### src/rtl/sr_drive_ctrl.sv
// sr_drive_ctrl: debounced, mutually exclusive S/R pulse driver with a Q model.
// Optional build macro SR_REDUNDANT_SUPPRESS_EN drops requests that cannot change Q.
module sr_drive_ctrl #(
    parameter int DEBOUNCE_CYCLES = 4,
    parameter int PULSE_CYCLES    = 2,
    parameter int GAP_CYCLES      = 1,
    parameter int CNT_W           = 8
) (
    input  logic clk,
    input  logic rst,
    input  logic set_req_raw,
    input  logic rst_req_raw,
    output logic S,
    output logic R,
    output logic busy,
    output logic conflict,
    output logic q_track
);

    localparam logic [CNT_W-1:0] ONE        = CNT_W'(1);
    localparam logic [CNT_W-1:0] DEB_LAST   = CNT_W'(DEBOUNCE_CYCLES - 1);
    localparam logic [CNT_W-1:0] PULSE_LAST = CNT_W'(PULSE_CYCLES - 1);
    localparam logic [CNT_W-1:0] GAP_LAST   =
        CNT_W'((GAP_CYCLES > 0) ? GAP_CYCLES - 1 : 0);

    typedef enum logic [3:0] {
        ST_IDLE    = 4'b0001,
        ST_PULSE_S = 4'b0010,
        ST_PULSE_R = 4'b0100,
        ST_GAP     = 4'b1000
    } state_t;

    // Bit 0 carries the set request, bit 1 the reset request.
    logic [1:0]       w_raw;
    logic [1:0]       r_sync1;
    logic [1:0]       r_sync2;
    logic [1:0]       r_deb;
    logic [1:0]       r_deb_d;
    logic [1:0]       r_pend;
    logic [CNT_W-1:0] r_dcnt [2];
    logic [1:0]       w_rise;
    logic [1:0]       w_clr;

    state_t           r_state;
    state_t           w_next;
    logic [CNT_W-1:0] r_pcnt;
    logic             r_conf;
    logic             w_conf;
    logic             r_q;
    logic             w_sup_s;
    logic             w_sup_r;

    assign w_raw  = {rst_req_raw, set_req_raw};
    assign w_rise = r_deb & ~r_deb_d;

`ifdef SR_REDUNDANT_SUPPRESS_EN
    assign w_sup_s = r_q;
    assign w_sup_r = ~r_q;
`else
    assign w_sup_s = 1'b0;
    assign w_sup_r = 1'b0;
`endif

    always_ff @(posedge clk) begin
        if (rst) begin
            r_sync1   <= '0;
            r_sync2   <= '0;
            r_deb     <= '0;
            r_deb_d   <= '0;
            r_dcnt[0] <= '0;
            r_dcnt[1] <= '0;
        end else begin
            r_sync1 <= w_raw;
            r_sync2 <= r_sync1;
            r_deb_d <= r_deb;
            for (int i = 0; i < 2; i++) begin
                if (r_sync2[i] == r_deb[i]) begin
                    r_dcnt[i] <= '0;
                end else if (r_dcnt[i] == DEB_LAST) begin
                    r_deb[i]  <= r_sync2[i];
                    r_dcnt[i] <= '0;
                end else begin
                    r_dcnt[i] <= r_dcnt[i] + ONE;
                end
            end
        end
    end

    // A fresh rising edge wins over the clear issued on the same edge.
    always_ff @(posedge clk) begin
        if (rst) begin
            r_pend <= '0;
        end else begin
            r_pend <= w_rise | (r_pend & ~w_clr);
        end
    end

    always_ff @(posedge clk) begin
        if (rst) begin
            r_state <= ST_IDLE;
            r_pcnt  <= '0;
            r_conf  <= 1'b0;
            r_q     <= 1'b0;
        end else begin
            r_state <= w_next;
            r_conf  <= w_conf;
            if (w_next != r_state || r_state == ST_IDLE) begin
                r_pcnt <= '0;
            end else begin
                r_pcnt <= r_pcnt + ONE;
            end
            if (r_state == ST_IDLE && w_next == ST_PULSE_S) begin
                r_q <= 1'b1;
            end else if (r_state == ST_IDLE && w_next == ST_PULSE_R) begin
                r_q <= 1'b0;
            end
        end
    end

    always_comb begin
        w_next = r_state;
        w_clr  = 2'b00;
        w_conf = 1'b0;
        unique case (r_state)
            ST_IDLE: begin
                if (&r_pend) begin
                    w_clr  = 2'b11;
                    w_conf = 1'b1;
                end else if (r_pend[0]) begin
                    w_clr[0] = 1'b1;
                    if (!w_sup_s) begin
                        w_next = ST_PULSE_S;
                    end
                end else if (r_pend[1]) begin
                    w_clr[1] = 1'b1;
                    if (!w_sup_r) begin
                        w_next = ST_PULSE_R;
                    end
                end
            end
            ST_PULSE_S, ST_PULSE_R: begin
                if (r_pcnt == PULSE_LAST) begin
                    w_next = (GAP_CYCLES == 0) ? ST_IDLE : ST_GAP;
                end
            end
            ST_GAP: begin
                if (r_pcnt == GAP_LAST) begin
                    w_next = ST_IDLE;
                end
            end
            default: begin
                w_next = ST_IDLE;
            end
        endcase
    end

    always_comb begin
        S        = (r_state == ST_PULSE_S);
        R        = (r_state == ST_PULSE_R);
        busy     = (r_state != ST_IDLE);
        conflict = r_conf;
        q_track  = r_q;
    end

endmodule
### config.mk
export PLATFORM = sky130hd
export DESIGN_NAME = sr_drive_ctrl
export DESIGN_NICKNAME = d
export VERILOG_FILES = /design/src/rtl/sr_drive_ctrl.sv
export SDC_FILE = /design/constraint.sdc
export NUM_CORES = 1
export LEC_CHECK = 0
export ABC_AREA = 1
export CAP_MARGIN = 20
export CORE_MARGIN = 2
export CORE_UTILIZATION = 41
export DETAILED_ROUTE_END_ITERATION = 6
export PLACE_DENSITY_LB_ADDON = 0.05
export SLEW_MARGIN = 0
export SYNTH_ARGS = -nofsm -noshare
export SYNTH_HDL_FRONTEND = slang
export SYNTH_SLANG_ARGS = --single-unit
### constraint.sdc
create_clock -name clk -period 2.35 [get_ports clk]
set_input_delay 0.47 -clock clk [delete_from_list [all_inputs] [get_ports clk]]
set_output_delay 0.47 -clock clk [all_outputs]
set_load 0.02 [all_outputs]
After elaboration in Yosys (flattened, before gate mapping):

Memory sizes are Yosys's and may differ from the RTL's.
Cells that the tools add are included.

* bits in registers: 24
* memory bits (writable): 16
* output and inout bits: 5
* word-level logic and storage cells: 96
* memories: 1

* add/subtract/negate cells: 3
* eq/ne operators: 13
* muxes and demuxes: 44
* bitwise operators: 14
* reduce and logical (&&, ||, !) cells: 11

Memories
* r_dcnt: depth 2, bits a word 8, rd ports 2, clocked after Yosys merged registers in 0, write ports 2, line 40 `logic [CNT_W-1:0] r_dcnt [2];`

Operators with widths (number)
* 2-to-1 mux 8 bit: 6
* 2-to-1 mux 1 bit: 30
* adder 8 x 1 -> 8 bit (second input constant): 3
* 2-to-1 mux 4 bit: 5
* == test 8 x 2 -> 1 bit (second input constant): 2
* case mux 4 bit (3 select lines): 1
* == test 4 x 2 -> 1 bit (second input constant): 2
* == test 4 x 3 -> 1 bit (second input constant): 2
* == test 8 x 1 -> 1 bit (second input constant): 1
* zero test 8 bit: 1
* bitwise OR 1 bit: 6
* AND reduction 2 bit: 3
* OR reduction 2 bit: 3
* AND 2 bit: 2
* == test 4 x 1 -> 1 bit (second input constant): 1
* == test 4 bit (second input constant): 1
* 2-to-1 mux 2 bit: 2
* != test 4 x 1 -> 1 bit (second input constant): 1
* != test 4 bit: 1
* NOT 2 bit: 2
* NOT 1 bit: 3
* == test 1 bit: 2
* logical AND 1 bit: 2
* bitwise OR 2 bit: 1
* other kinds (2): 2

Depth between registers and ports, before layout:

Gate-level depths: netlist of run 1.

* depth in word-level cells: 8
* depth in mapped cells: 11
* depth with buffers taken out: 11

Worst setup path before layout of run 1:

OpenSTA, ideal clock, no wires.

* path kind: register to register
* start point: memory r_dcnt[1][0]
* end point: memory r_dcnt[1][7], data pin
* library setup time: 146 ps
* data arrival time: 1239 ps
* data required time: 2204 ps
* setup slack: 965 ps
* cell stages (with the launch flop): 8
* path buffers: 0
* clock period less this slack: 1385 ps
* path through: edfxtp_1 > ha_1 > nand2_1 > nor2_1 > inv_1 > nand3_1 > o21bai_1 > a21oi_1

RTL lines (line)
* start: declaration: 40

Worst setup path after layout of run 1:

* start point: register r_state[3]
* end point: output busy

* word-level cells in the longest chain between the ends: 1

RTL lines
* start: declaration: line 44 `state_t r_state;`
* start signal: assignment: line 105 `r_state <= w_next;`
* != test 4 x 1 -> 1 bit: line 160 `busy = (r_state != ST_IDLE);`
* end: declaration: line 15 `output logic busy,`

No other way between the ends.

==> results by group, run 1 <==
Pwr
  • VDD IR max: between 200 and 250 uV
  • Logic pwr share: 4.2%
  • Reg power frac: 55.8%
  • Clk pwr share: 40.0%
  • Pint: 1.036 mW
  • Sw frac: 22.73%
  • PD cells: 596.9 mW/mm^2
  • Psw: 304.9 uW
  • Leak Pwr: just over 0.9 nW
  • Pwr Total: about 1.3 mW

Critical path
  • Worst EP arrival: ~1.6 ns
  • Slowest cell on the critical path: clkdlybuf4s50_1
  • Most frequent CP cell: inv_2
  • CP Cell Sequence: inv_2 > nand2_4 > nor2_4 > inv_2 > clkdlybuf4s50_1
  • Startpoint types: flop
  • CP max stage delay: 0.61 ns
  • Required time worst endpoint: 1.88 ns
  • R2R cell count: 7
  • CP top delay family: buffers and inverters
  • Worst setup EP type: primary output
  • Max FO, Critical Path: 5
  • Worst r2r src: r_dcnt[1][0]
  • Crit path buf inv count: 3
  • Crit Reg-Reg Endpoint: r_dcnt[1][7]
  • Crit path kind: reg -> out
  • R2R Setup Slk: around 0.77 ns

Detailed routing
  • Initial DRC count: 62
  • DRC Markers: 0
  • Post-DRT Antenna Nets: 0
  • Wirelength, routed: 3.057 mm
  • Initial DRT Pass Iterations: 4
  • DR vias/cell: 4.505
  • WL/cell: 9.705 um
  • Via count: ~1.4k

Floorplanning
  • Die height: 72.67 um
  • Standard-cell rows: 24
  • I/O pins: 9
  • Die X: 72.67 um
  • Core Region: 0.004444 sq mm
  • Initial Util: 43.50%
  • Die ar.: roughly 0.0053 sq mm

Yosys
  • Post-synthesis xor/xnor area fraction: 3.625%
  • Async set or reset register ratio after synthesis: 0%
  • Mapped Avg Cell Area: 8.332 sq um
  • Post-synth top area share: 24.85%
  • Yosys warning total: 0
  • Largest family of logic cells by synthesized area: simple AND/OR/NAND/NOR gates
  • Top_reg_cell synth: dfxtp_1
  • Area share of and/or/nand/nor cells after synthesis: 28.48%
  • Synth top area cells: dfxtp_1, edfxtp_1, nor2_1, nand2_1, inv_1
  • Complex-gate fraction of the synthesized area: 7.379%
  • Share of the yosys chip area belonging to registers: 49.71%
  • Number of enable flip-flop cells after synthesis: 16
  • Syn Inst Count: 232
  • Mapped Area: 0.001933 sq mm
  • Post-synthesis mux area share: 0%
  • Area leader, netlist: dfxtp_1
  • Yosys cell types: 30
  • Seq cells post-synth: 40
  • Adder-cell share of the synthesized area: 3.236%

Clocking
  • Clk Latency, worst-skew pair: 0.29 ns
  • Cts bufs inserted: 5
  • Resize count post-CTS: 0
  • CTS tree: built
  • H-tree depth: 2
  • CTS Buffer Depth: 2
  • Post-CTS setup buffers: 0
  • Clock-pin slew on the worst setup and hold paths: 0.09 ns
  • Hold_buf cts: 0
  • CTS root buf: clkbuf_8
  • Clock sink count: 40

Global routing
  • Global routing usage on met2: 19.80%
  • Antenna violations before repair: 0
  • Vias in the first global route: around 1.3k
  • Largest net degree at the start of global routing: 15
  • M3 GR Usage: 3.729%
  • Total track usage: 13.21%
  • Met1 Resource Use GR: 17.63%
  • Remaining global-route overflow: 0
  • GRT Max-Usage Layer: met2
  • First-pass GRT wire length: 5.423 mm

Placed design
  • Final HPWL DP: 2.332 mm
  • Routability cong.: 0.7523
  • PortBufs: 8
  • Place WS: roughly 0.44 ns
  • Placed Cells: 307

Final layout
  • Area growth, synth to finish: 16.25%
  • N_diodes: 0
  • Finished Layout Cells: about 320
  • Fin nets: 271
  • Most common cell after layout, fill and taps aside: nor2_1
  • Most frequent cells in the layout: nor2_1, nand2_1, inv_1, dfxtp_1
  • Layout cell share with drive strength beyond 1: 12.93%

Hold path
  • Hold Path Class: reg -> reg
  • Hold Path Depth: 2
  • Worst Hold End: r_sync2[0]
  • Critical hold path startpoint: r_sync1[0]

STA
  • Crit share post-route: between 80% and 90%
  • Final setup viols: 0
  • Final setup margin: 0.2999 ns
  • Sum Neg Setup Slack: 0 ns
  • Fmax: a little under 500 MHz
  • Fin. Hold Viols: 0
  • Crit path time final: 2.050 ns
  • RSZ-0062 raised after global routing: no
  • Max Transition Viols Final: 0
  • Fin Clk Skew: a little over 0.007 ns

Status
  • Status: finished, final reports clean

Job
  • MaxCap Viol Count: 0
[how the worst max path moves through the flow]
stage                      start           end  depth (start not counted)
floorplan           r_dcnt[1][0]  r_dcnt[1][7]                          7
global placement             rst  r_dcnt[0][6]                          6
detailed placement           rst  r_dcnt[0][4]                          6
CTS                   r_state[3]          busy                          5
global route          r_state[1]          busy                          5
finish                r_state[3]          busy                          5
[registers in the layout, indices dropped and copies added (netlist names)]
register and flops:
r_deb_d 2, r_sync2 2, r_dcnt 16, q_track 1, r_deb 2, r_state 4
conflict 1, r_pend 2, r_sync1 2, r_pcnt 8
[area by class of cell]
cell class	instances	area, sq um
fillers	425	2197
flip-flops and latches	40	960.9
multi-input cells	169	885.9
inverters	37	138.9
clock buffers	6	93.84
repair buffers	9	87.58
well taps	52	65.06
clock inverters	2	15.01
[metal layers]
layer  vias up  wire length [um]
li1        787                 -
met1       615              1641
met2        11              1251
met3         6                99
met4         0                65
met5         -                 0
[synth_stat cells, types with 2 or more instances]
| cell type | instances |
|---|---|
| a21oi_1 | 16 |
| dfxtp_1 | 24 |
| edfxtp_1 | 16 |
| ha_1 | 5 |
| inv_1 | 31 |
| inv_2 | 6 |
| nand2_1 | 34 |
| nand2_4 | 2 |
| nand3_1 | 8 |
| nand4_1 | 3 |
| nor2_1 | 36 |
| nor2_2 | 12 |
| nor2_4 | 3 |
| nor3_1 | 5 |
| nor3b_1 | 3 |
| nor4_1 | 2 |
| o21ai_0 | 5 |
| o21ai_1 | 3 |
| xnor2_1 | 3 |
| xor2_1 | 5 |
[worst min-delay path, delay by kind of cell (launching register included)]
kind	cells	cell delay (ns)
buf+inv	1	0.04
flops	1	0.31
simple gates	1	0.03
[cells by family (layout without fill, tap and decap cells)]
logic type      count (synthesis)  count (layout)
simple gates                  113             113
flops                          40              40
buf+inv                        38              54
compound gates                 27              27
xor+xnor                        8               8
fa+ha+maj                       5               5
other cells                     1              16
[per-stage QoR]
step / instance area, sq um / util [%] / hold WS [ns]
floorplan: 1989 / - / 0.3883
global placement: 2138 / 48.11 / 0.3928
detailed placement: 2138 / 48.11 / 0.3998
CTS: 2247 / 50.56 / 0.4128
global route: 2247 / 50.56 / 0.4426
finish: 2247 / 50.56 / 0.4109
[power by group through the flow]
| stage | Combinational (mW) | Sequential [mW] | Clock, mW |
|---|---|---|---|
| 3_3_place_gp | 0.0555 | 0.765 | 0 |
| 2_1_floorplan | 0.0407 | 0.762 | 0 |
| 5_1_grt | 0.0654 | 0.752 | 0.579 |
| 3_5_place_dp | 0.0557 | 0.765 | 0 |
| 4_1_cts | 0.0560 | 0.749 | 0.559 |
| 6_report | 0.0559 | 0.749 | 0.536 |
(Power assumes the default switching activity.)
==> inputs of run 2 (changes only) <==
--- a/config.mk
+++ b/config.mk
@@ -7,7 +7,7 @@
 export LEC_CHECK = 0
 export ABC_AREA = 1
 export CAP_MARGIN = 20
-export CORE_MARGIN = 2
+export CORE_MARGIN = 8
 export CORE_UTILIZATION = 41
 export DETAILED_ROUTE_END_ITERATION = 6
 export PLACE_DENSITY_LB_ADDON = 0.05
==> results by group, run 2 (same netlist as run 1, synthesis figures left out) <==
Clocking
  • Clock-pin slew on the worst setup and hold paths: ~0.08 ns
  • CTS tree: built
  • Cts bufs inserted: 5
  • CTS Buffer Depth: 2
  • Post-CTS setup buffers: 0
  • Hold_buf cts: 0
  • CTS root buf: clkbuf_8
  • H-tree depth: 2
  • Resize count post-CTS: 0
  • Clock sink count: 40
  • Clk Latency, worst-skew pair: 0.29 ns

Global routing
  • Vias in the first global route: 1401
  • First-pass GRT wire length: between 5 and 6 mm
  • Largest net degree at the start of global routing: 14
  • Total track usage: 10.08%
  • Antenna violations before repair: 0
  • Remaining global-route overflow: 0

Job
  • MaxCap Viol Count: 0

Detailed routing
  • Initial DRT Pass Iterations: 4
  • Via count: 1417
  • Initial DRC count: 45
  • WL/cell: 9.804 um
  • DRC Markers: 0
  • Wirelength, routed: 3.108 mm
  • DR vias/cell: between 4 and 5
  • Post-DRT Antenna Nets: 0

Critical path
  • R2R cell count: 7
  • CP Depth: 5
  • Crit Reg-Reg Endpoint: r_dcnt[1][7]
  • Worst setup EP type: primary output
  • Crit path buf inv count: 3
  • Slowest cell on the critical path: clkdlybuf4s50_1
  • Required time worst endpoint: ~1.9 ns
  • CP top delay family: buffers and inverters
  • Max FO, Critical Path: 5
  • R2R Setup Slk: 0.76 ns
  • Most frequent CP cell: inv_2
  • CP Cell Sequence: inv_2 > nand2_4 > nor2_4 > inv_2 > clkdlybuf4s50_1
  • Crit path kind: reg -> out
  • Worst r2r src: r_dcnt[1][0]
  • CP max stage delay: 0.61 ns
  • Startpoint types: flop
  • Worst EP arrival: between 1.5 and 2 ns

Hold path
  • Worst Hold End: r_sync2[0]
  • Hold Path Class: reg -> reg
  • Critical hold path startpoint: r_sync1[0]
  • Hold Path Depth: 2

STA
  • Fmax: just under 500 MHz
  • Final setup viols: 0
  • Fin. Hold Viols: 0
  • Max Transition Viols Final: 0
  • Fin Hold WS: approximately 0.4 ns
  • Crit share post-route: roughly 87%
  • Crit path time final: 2.040 ns
  • Fin Clk Skew: between 0.009 and 0.01 ns
  • RSZ-0062 raised after global routing: no
  • Sum Neg Setup Slack: 0 ns

Placed design
  • Placed Cells: 309
  • Final HPWL DP: 2.395 mm
  • PortBufs: 8
  • Routability cong.: 0.7621

Final layout
  • Area growth, synth to finish: 16.76%
  • N_diodes: 0
  • Fill cell count: 460
  • Fin nets: between 200 and 300
  • Finished Layout Cells: 317
  • Top Registers: r_dcnt (16), r_pcnt (8), r_state (4)
  • Biggest register: r_dcnt
  • Layout cell share with drive strength beyond 1: 12.93%
  • Most frequent cells in the layout: nor2_1, nand2_1, inv_1, dfxtp_1
  • Max reg flops: 16
  • Most common cell after layout, fill and taps aside: nor2_1
  • Fin util: 48.76%

Floorplanning
  • Core Region: 0.004629 sq mm
  • Die X: 84.67 um
  • Die ar.: a little over 0.007 sq mm
  • Initial Util: between 40% and 50%
  • Die height: 84.67 um
  • I/O pins: 9
  • Standard-cell rows: 25

Status
  • Status: finished, final reports clean

Pwr
  • VDD IR max: 260.8 uV
  • Leak Pwr: just over 0.9 nW
  • Pwr Total: between 1 and 1.5 mW
  • PD cells: roughly 600 mW/mm^2
## run 2: worst register-to-register path, cell delays in order, from the launching register on
cell      delay [ns]
edfxtp_1        0.42
ha_1            0.25
nand2_1         0.07
nor2_1          0.04
inv_1           0.08
nand3_1         0.24
o21bai_1        0.25
a21oi_1         0.10
## run 2: layout make-up
type	count	area, sq um	share of cell area (%)
clock buffer	7	107.6	4.767
clock inverter	1	8.758	0.3880
inverter	37	138.9	6.153
multi-input combinational	169	885.9	39.25
sequential	40	960.9	42.57
tap	54	67.56	2.993
timing repair buffer	9	87.58	3.880
## run 2: layer usage
layer | wire (um) | vias up | GRT usage, %
li1 | - | 787 | -
met1 | 1634 | 612 | 11.87
met2 | 1299 | 13 | 15.89
met3 | 115 | 5 | 3.902
met4 | 59 | 0 | 4.369
met5 | 0 | - | 0
## run 2: power breakdown
group / total (mW) / switching [mW] / internal [mW]
Sequential: 0.749 / 0.0117 / 0.737
Combinational: 0.0559 / 0.0348 / 0.0211
Clock: 0.554 / 0.249 / 0.305
Total: 1.36 / 0.296 / 1.06
## run 2: how the worst max path moves through the flow
stage	to	startpoint
global placement	r_dcnt[0][6]	rst
CTS	busy	r_state[2]
floorplan	r_dcnt[1][7]	r_dcnt[1][0]
global route	busy	r_state[1]
finish	busy	r_state[2]
detailed placement	r_dcnt[0][4]	rst
## run 2: metrics by stage
| step | setup WS (ns) | area (sq um) |
|---|---|---|
| 5_1_grt | 0.2263 | 2257 |
| 6_report | 0.3104 | 2257 |
| 3_5_place_dp | 0.4234 | 2141 |
| 4_1_cts | 0.2894 | 2257 |
| 3_3_place_gp | 0.5154 | 2141 |
| 2_1_floorplan | 0.9650 | 1989 |
==> inputs of run 3 (changes only) <==
--- a/config.mk
+++ b/config.mk
@@ -5,7 +5,7 @@
 export SDC_FILE = /design/constraint.sdc
 export NUM_CORES = 1
 export LEC_CHECK = 0
-export ABC_AREA = 1
+export ABC_AREA = 0
 export CAP_MARGIN = 20
 export CORE_MARGIN = 8
 export CORE_UTILIZATION = 41
==> results by group, run 3 <==
Status
  • Status: finished, final reports clean

Yosys
  • Async set or reset register ratio after synthesis: 0%
  • Yosys warning total: 0
  • Mapped Area: 0.001864 sq mm
  • Yosys cell types: 35
  • Syn Inst Count: 188
  • Mapped Avg Cell Area: a little under 10 sq um
  • Area leader, netlist: dfxtp_1
  • Number of enable flip-flop cells after synthesis: 16
  • Post-synth top area share: 25.77%
  • Seq cells post-synth: 40
  • Top_reg_cell synth: dfxtp_1
  • Share of the yosys chip area belonging to registers: 51.54%
  • Post-synth top cells: nor2_1, dfxtp_1, edfxtp_1
  • Most common cell in the netlist: nor2_1
  • Synth top area cells: dfxtp_1, edfxtp_1, xor2_1, nor2_1, nand3_1

Job
  • MaxCap Viol Count: 0

Clocking
  • Clk Latency, worst-skew pair: 0.28 ns
  • CTS tree: built
  • CTS Buffer Depth: 2
  • Clock sink count: 40
  • Clock-pin slew on the worst setup and hold paths: 0.08 ns
  • CTS root buf: clkbuf_8
  • Post-CTS setup buffers: 0
  • H-tree depth: 2
  • Cts bufs inserted: 5

Detailed routing
  • DRC Markers: 0
  • Via count: 1379
  • Post-DRT Antenna Nets: 0
  • WL/cell: 11.94 um
  • Initial DRT Pass Iterations: 4
  • DR vias/cell: 5.089
  • Wirelength, routed: 3.237 mm
  • Initial DRC count: 43

Critical path
  • Worst EP arrival: 1.74 ns
  • CP max stage delay: ~0.56 ns
  • CP Cell Sequence: nor4b_4 > inv_1 > clkdlybuf4s50_1
  • Slowest cell on the critical path: clkdlybuf4s50_1
  • Worst setup EP type: primary output
  • Startpoint types: flop
  • Crit path kind: reg -> out
  • Required time worst endpoint: 1.88 ns
  • Crit path buf inv count: 2
  • Max FO, Critical Path: 9
  • CP top delay family: buffers and inverters
  • R2R Setup Slk: approximately 0.50 ns

Final layout
  • Max reg flops: 16
  • N_diodes: 0
  • Fin nets: 227
  • Layout cell share with drive strength beyond 1: 5.936%
  • Final Cell Area: 0.002166 sq mm
  • Top Registers: r_dcnt (16), r_pcnt (8), r_state (4)
  • Area growth, synth to finish: 16.17%
  • Biggest register: r_dcnt
  • Most frequent cells in the layout: nor2_1, dfxtp_1, edfxtp_1, conb_1
  • Most common cell after layout, fill and taps aside: nor2_1

STA
  • Sum Neg Setup Slack: 0 ns
  • Crit path time final: 2.207 ns
  • Final setup viols: 0
  • RSZ-0062 raised after global routing: no
  • Actual slew at the worst max-slew pin: 0.5396 ns
  • Max Transition Viols Final: 0
  • Crit share post-route: 93.93%
  • Fin Clk Skew: 0.005527 ns
  • Fin. Hold Viols: 0
  • Fmax: 453.0 MHz
  • Slew HR: 63.89%

Floorplanning
  • I/O pins: 9
  • Core Region: 0.004354 sq mm
  • Standard-cell rows: 24
  • Die X: 83.43 um
  • Die ar.: 0.006961 sq mm
  • Die height: between 80 and 90 um
  • Initial Util: 42.82%

Pwr
  • VDD IR max: 369.4 uV
  • PD cells: 564.7 mW/mm^2
  • Leak Pwr: 0.8151 nW

Placed design
  • Routability cong.: 0.7482
  • Final HPWL DP: 2.356 mm
  • PortBufs: 8
  • DP Area: 0.002069 sq mm

Global routing
  • Antenna violations before repair: 0
  • First-pass GRT wire length: between 5 and 6 mm
  • Total track usage: 9.654%
  • Remaining global-route overflow: 0
  • Largest net degree at the start of global routing: 13
  • Vias in the first global route: 1301

Hold path
  • Hold Path Class: reg -> reg
[run 3: kinds of logic (layout without fill, tap and decap cells)]
kind of cell / count (synthesis) / count (layout) / synth area share, %
and+or+nand+nor: 92 / 92 / 25.37
DFF: 40 / 40 / 51.54
xor gates and xnor gates: 22 / 22 / 10.34
AOI/OAI and AO/OA: 20 / 20 / 7.182
buffers and inverters: 8 / 24 / 2.014
adders and majority gates: 5 / 5 / 3.356
other: 1 / 16 / 0.2011
[run 3: repair_timing]
action	in CTS	in global routing
hold buffers	0	0
pin swaps	0	0
gates resized for setup	2	2
endpoints found under the setup margin	2	2
[run 3: area by class of cell]
class / count / area (sq um)
fill: 398 / 2188
sequential: 40 / 962.2
multi-input combinational: 155 / 937.1
timing repair buffer: 11 / 101.3
clock buffer: 7 / 76.32
tap: 52 / 65.06
inverter: 5 / 18.77
clock inverter: 1 / 5.005
[run 3: final timing paths]
kind,startpoint,cells after the start,endpoint
worst max-delay path,r_state[0],3,busy
worst min-delay path,r_sync1[1],1,r_sync2[1]
worst max register to register,r_state[3],4,r_pcnt[7]
worst min register to register,r_sync1[1],1,r_sync2[1]
[run 3: worst reg2reg max path: cells and delay by family (launching register included)]
kind	cells	cell delay [ns]
and+or+nand+nor	2	0.73
AOI/OAI and AO/OA	2	0.54
DFF	1	0.49
[run 3: report_power, final]
part | switching (mW) | internal (mW) | leakage [nW]
clock | 0.222 | 0.208 | 0.0422
combinational | 0.0237 | 0.0204 | 0.413
sequential | 0.0131 | 0.736 | 0.360
total | 0.258 | 0.965 | 0.815
[run 3: stage by stage]
stage	utilization (%)	std cells	hold WS, ns	setup slack, ns	total power, mW
2_1_floorplan	-	203	0.4138	0.7051	0.7925
3_3_place_gp	47.53	263	0.4188	0.2436	0.8083
3_5_place_dp	47.53	263	0.4247	0.2180	0.8086
4_1_cts	49.51	271	0.4440	0.04399	1.249
5_1_grt	49.74	271	0.4693	0.03113	1.281
6_report	49.74	271	0.4375	0.1425	1.223
[run 3: metal layers]
| layer | global-route usage, % | vias to the layer above | wire length (um) |
|---|---|---|---|
| met1 | 11.13 | 644 | 1551 |
| met3 | 3.711 | 7 | 150 |
| met2 | 15.35 | 27 | 1478 |
| met5 | 0 | - | 0 |
| met4 | 4.553 | 0 | 57 |
| li1 | - | 701 | - |
